===== config.mk =====
export PLATFORM = sky130hd
export DESIGN_NAME = multi_chan_data_sync
export DESIGN_NICKNAME = d
export VERILOG_FILES = /design/src/rtl/multi_chan_data_sync.sv
export SDC_FILE = /design/constraint.sdc
export NUM_CORES = 1
export LEC_CHECK = 0
export BUFFER_PORTS_ARGS = -buffer_cell sky130_fd_sc_hd__buf_2
export CAP_MARGIN = 40
export CORE_AREA = 10 10 99 101
export CTS_CLUSTER_DIAMETER = 80
export DETAILED_ROUTE_END_ITERATION = 10
export DIE_AREA = 0 0 109 111
export GPL_TIMING_DRIVEN = 1
export PLACE_DENSITY = 0.69
export SETUP_SLACK_MARGIN = 0.3
export SLEW_MARGIN = 5
export SYNTH_ARGS = -nofsm -noshare
export SYNTH_HDL_FRONTEND = slang
export SYNTH_SLANG_ARGS = --single-unit

===== constraint.sdc =====
create_clock -name CLK -period 3 [get_ports CLK]
set_input_delay 0.6 -clock CLK [delete_from_list [all_inputs] [get_ports CLK]]
set_output_delay 0.6 -clock CLK [all_outputs]
set_load 0.02 [all_outputs]

===== src/rtl/multi_chan_data_sync.sv =====
// Multi-channel enable synchronizer with per-channel capture, a one-deep pending slot,
// and a round-robin merge of all channels into a single valid/ready event stream.
module multi_chan_data_sync #(
    parameter int unsigned NUM_STAGES = 2,
    parameter int unsigned BUS_WIDTH  = 8,
    parameter int unsigned NUM_CH     = 4,
    parameter int unsigned EN_MODE    = 0,
    localparam int unsigned CH_W      = (NUM_CH > 1) ? $clog2(NUM_CH) : 1
) (
    input  logic                        CLK,
    input  logic                        RST,
    input  logic [NUM_CH*BUS_WIDTH-1:0] unsync_bus,
    input  logic [NUM_CH-1:0]           bus_enable,
    output logic [NUM_CH*BUS_WIDTH-1:0] sync_bus,
    output logic [NUM_CH-1:0]           enable_pulse,
    output logic                        evt_valid,
    input  logic                        evt_ready,
    output logic [CH_W-1:0]             evt_ch,
    output logic [BUS_WIDTH-1:0]        evt_data,
    output logic [NUM_CH-1:0]           overflow,
    input  logic [NUM_CH-1:0]           ovf_clr
);

    logic [NUM_STAGES-1:0]       r_sync [NUM_CH];
    logic [NUM_CH-1:0]           r_hist;
    logic [NUM_CH-1:0]           w_last;
    logic [NUM_CH-1:0]           w_det;
    logic [NUM_CH*BUS_WIDTH-1:0] r_sync_bus;
    logic [NUM_CH-1:0]           r_pulse;
    logic [NUM_CH-1:0]           r_pending;
    logic [BUS_WIDTH-1:0]        r_slot [NUM_CH];
    logic [NUM_CH-1:0]           r_overflow;
    logic [CH_W-1:0]             r_rr_ptr;
    logic [CH_W-1:0]             w_sel;
    logic                        w_found;
    logic                        w_accept;
    logic [NUM_CH-1:0]           w_acc_ch;

    // Only the enable is synchronized; data is sampled once the enable has settled.
    always_ff @(posedge CLK) begin
        if (RST) begin
            for (int i = 0; i < NUM_CH; i++) begin
                r_sync[i] <= '0;
            end
            r_hist <= '0;
        end else begin
            for (int i = 0; i < NUM_CH; i++) begin
                r_sync[i] <= {r_sync[i][NUM_STAGES-2:0], bus_enable[i]};
                r_hist[i] <= r_sync[i][NUM_STAGES-1];
            end
        end
    end

    always_comb begin
        for (int i = 0; i < NUM_CH; i++) begin
            w_last[i] = r_sync[i][NUM_STAGES-1];
        end
        if (EN_MODE == 0) begin
            w_det = w_last & ~r_hist;
        end else begin
            w_det = w_last ^ r_hist;
        end
    end

    // First pending channel at or after the round-robin pointer.
    always_comb begin
        int unsigned idx;
        w_sel   = '0;
        w_found = 1'b0;
        for (int k = 0; k < NUM_CH; k++) begin
            idx = (int'(r_rr_ptr) + k) % NUM_CH;
            if (!w_found && r_pending[idx]) begin
                w_found = 1'b1;
                w_sel   = CH_W'(idx);
            end
        end
    end

    always_comb begin
        evt_valid = |r_pending;
        evt_ch    = w_sel;
        evt_data  = r_slot[w_sel];
        w_accept  = evt_valid && evt_ready;
        for (int i = 0; i < NUM_CH; i++) begin
            w_acc_ch[i] = w_accept && (w_sel == CH_W'(i));
        end
    end

    always_ff @(posedge CLK) begin
        if (RST) begin
            r_sync_bus <= '0;
            r_pulse    <= '0;
            r_pending  <= '0;
            r_overflow <= '0;
            r_rr_ptr   <= '0;
            for (int i = 0; i < NUM_CH; i++) begin
                r_slot[i] <= '0;
            end
        end else begin
            r_pulse <= w_det;
            for (int i = 0; i < NUM_CH; i++) begin
                if (w_det[i]) begin
                    r_sync_bus[i*BUS_WIDTH +: BUS_WIDTH] <= unsync_bus[i*BUS_WIDTH +: BUS_WIDTH];
                    r_slot[i]    <= unsync_bus[i*BUS_WIDTH +: BUS_WIDTH];
                    r_pending[i] <= 1'b1;
                end else if (w_acc_ch[i]) begin
                    r_pending[i] <= 1'b0;
                end
                // A capture landing on an unaccepted slot loses the older word.
                if (w_det[i] && r_pending[i] && !w_acc_ch[i]) begin
                    r_overflow[i] <= 1'b1;
                end else if (ovf_clr[i]) begin
                    r_overflow[i] <= 1'b0;
                end
            end
            if (w_accept) begin
                r_rr_ptr <= (w_sel == CH_W'(NUM_CH - 1)) ? '0 : w_sel + 1'b1;
            end
        end
    end

    assign sync_bus     = r_sync_bus;
    assign enable_pulse = r_pulse;
    assign overflow     = r_overflow;

endmodule


==> results.sh <==
export IMPL_cts_resized=0
export IMPL_die_y_um=111
export IMPL_max_stage_delay_ps=340
export IMPL_fmax_ghz=0.394
export IMPL_synth_cell_type_count=29
export IMPL_ys_async_sr_fraction=0
export IMPL_cts_root_buffer="clkbuf_8"
export IMPL_grt_overflow=0
export IMPL_grt_max_degree=31
export IMPL_path_clk_slew_ps=90
export IMPL_r2r_start="r_pending[1]$_SDFFE_PP0P_"
export IMPL_reg2reg_to="overflow[3]$_SDFFE_PP0P_"
export IMPL_rsz0062_at_grt="false"
export IMPL_final_nets=454
export IMPL_final_max_slew_viol_count=0
export IMPL_synthCells=319
export IMPL_end_kind="output pin"
export IMPL_place_gp_congestion=0.791
export IMPL_ys_seq_elements=90
export IMPL_fin_area_um2=4230
export IMPL_drive_gt1_frac=0.277
export IMPL_setup_tns_final_ps=0
export IMPL_post_drt_via_cell_ratio=4.82
export IMPL_endpoint="evt_data[1]"
export IMPL_total_power_uw=2570
export IMPL_cts_hold_buf=0
export IMPL_timing_critical_path_from="r_pending[1]$_SDFFE_PP0P_"
export IMPL_cts_buffers=9
export IMPL_syn2layout_area_growth_pct=22.4
export IMPL_rows=33
export IMPL_peakVddDrop_uv=337
export IMPL_finalClockSkew_ps=8.56
export IMPL_finalCritPeriodShare=0.845
export IMPL_drt_initial_drc_count=53
export IMPL_crit_family="buffers and inverters"
export IMPL_cts_buffer_depth=2
export IMPL_tritoncts="done"
export IMPL_critical_path_slowest_cell="dfxtp_1"
export IMPL_first_global_vias=2623
export IMPL_yosys_warnings=0
export IMPL_fin_crit_ps=2540
export IMPL_cts_max_level=3
export IMPL_powerDensity_nw_per_um2=608
export IMPL_io_buffers=93
export IMPL_crit_chain="nand2b_1 -> a21o_1 -> o2bb2ai_2 -> inv_6 -> mux2i_1 -> mux2i_1 -> buf_2"
export IMPL_worst_pin_slew_ps=785
export IMPL_start_util=0.433
export IMPL_drc_errors=0
export IMPL_die_width_um=109
export IMPL_grt_pass1_wl_mm=13.2
export IMPL_clock_latency_ps=350
export IMPL_fill_cells=741
export IMPL_post_place_ws_ps=841
export IMPL_grt_total_usage=0.137
export IMPL_critPathMaxFanout=18
export IMPL_p_leak_uw=0.00187
export IMPL_ant_nets=0
export IMPL_core_area_um2=7970
export IMPL_placed_cell_area_um2=3990
export IMPL_finalHoldViolations=0
export IMPL_hp_class="reg2reg"
export IMPL_synth_ff_type="dfxtp_1"
export IMPL_critPathKind="reg2out"
export IMPL_drv_cap=0
export IMPL_crit_arrival_ps=1940
export IMPL_syn_area_um2=3450
export IMPL_routed_via_count=2504
export IMPL_die_area_um2=12100
export IMPL_path_buf_inv=2
export IMPL_setup_viol=0
export IMPL_clock_sinks=90
export IMPL_io_pins=94
export IMPL_seq_area_frac_synth=0.615
export IMPL_synth_edf_count=32
export IMPL_antenna_found_initial=0
export IMPL_critPathMostFrequentCell="mux2i_1"
export IMPL_r2r_slack_ps=1260
export IMPL_syn_nets=363
export IMPL_cts_setup_buffers=0
export IMPL_antenna_diode_count=0
export IMPL_r2r_cells=7
export IMPL_wirelength_mm=8.33
export IMPL_post_drt_wl_per_cell_um=16.0
export IMPL_dp_hpwl_mm=6.35
export IMPL_max_slew_margin_rel=0.475
export IMPL_status="complete, no violations"
export IMPL_avgSynthCellArea_um2=10.8
export IMPL_first_pass_iters=4
export IMPL_crit_cells=7
export IMPL_critPathLaunchType="register"
export IMPL_worstPathRequired_ps=2400
export IMPL_finalWorstSetupSlack_ps=464
## report_power, final
group | internal (uW) | switching (uW) | leakage, uW | total, uW
Combinational | 110 | 183 | 0.000945 | 292
Sequential | 1310 | 25.6 | 0.000806 | 1340
Clock | 494 | 443 | 0.000117 | 937
## final cells by class
cell class,count,area [um2],area share
Clock inverter,5,63.8,0.0151
Clock buffer,11,174,0.0412
Timing Repair Buffer,96,488,0.115
Multi-Input combinational cell,205,1210,0.287
Tap cell,105,131,0.0311
Sequential cell,90,2120,0.502
Inverter,8,35.0,0.00829
## cell usage after synthesis (all sizes together), types with 4 or more instances
cell | count | area (um2)
nor2b | 17 | 106
nor2 | 11 | 41.3
nand2 | 54 | 203
o31ai | 4 | 30.0
dfxtp | 58 | 1160
clkbuf | 11 | 43.8
and2 | 32 | 200
inv | 8 | 35.0
a21oi | 32 | 160
mux2i | 24 | 240
a21o | 9 | 67.6
edfxtp | 32 | 961
nand2b | 9 | 56.3
buf | 5 | 40.0
## how the worst min path moves through the flow
stage	start	to	depth (start not counted)
3_3_place_gp	r_sync[1][0]$_SDFF_PP0_	r_sync[1][1]$_SDFF_PP0_	1
4_1_cts	bus_enable[0]	r_sync[0][0]$_SDFF_PP0_	2
5_1_grt	bus_enable[3]	r_sync[3][0]$_SDFF_PP0_	2
3_5_place_dp	r_sync[0][0]$_SDFF_PP0_	r_sync[0][1]$_SDFF_PP0_	1
2_1_floorplan	r_sync[0][0]$_SDFF_PP0_	r_sync[0][1]$_SDFF_PP0_	1
6_report	r_sync[0][0]$_SDFF_PP0_	r_sync[0][1]$_SDFF_PP0_	1
## state kept, by name, indices dropped and copies added, names as in the netlist
name / count
r_pending: 4
overflow: 4
r_slot: 32
r_hist: 4
r_rr_ptr: 2
r_sync: 8
enable_pulse: 4
sync_bus: 32
## logic make-up (layout without fill, tap and decap cells)
group           Yosys count  in the layout  share of synthesized area
flops                    90             90                      0.615
fa+ha+maj                 1              1                    0.00362
simple gates            126            126                      0.180
mux                      24             24                     0.0696
compound gates           54             54                     0.0975
buf+inv                  24            120                     0.0344
## layout by cell type, fill, tap and decap left out, types with 9 or more instances in the layout
master	netlist	routed
mux2i_1	24	24
a21o_1	9	9
clkbuf_8	0	9
dfxtp_1	58	58
a21oi_1	32	32
nor2b_1	17	17
edfxtp_1	32	32
and2_1	32	32
nor2_1	11	11
nand2b_1	9	9
nand2_1	54	54
buf_2	1	93
## metal layers
layer,track usage,wire [um]
met1,0.164,3640
met2,0.220,3980
met3,0.0517,628
met4,0.0413,75
met5,0,0
## per-stage QoR
step / hold WS (ps) / util / instances
2_1_floorplan: 414 / - / 319
5_1_grt: 448 / 0.530 / 520
3_3_place_gp: 419 / 0.500 / 504
3_5_place_dp: 424 / 0.500 / 504
4_1_cts: 441 / 0.530 / 520
6_report: 443 / 0.530 / 520
No activity file was read; power rests on OpenSTA's default activity.
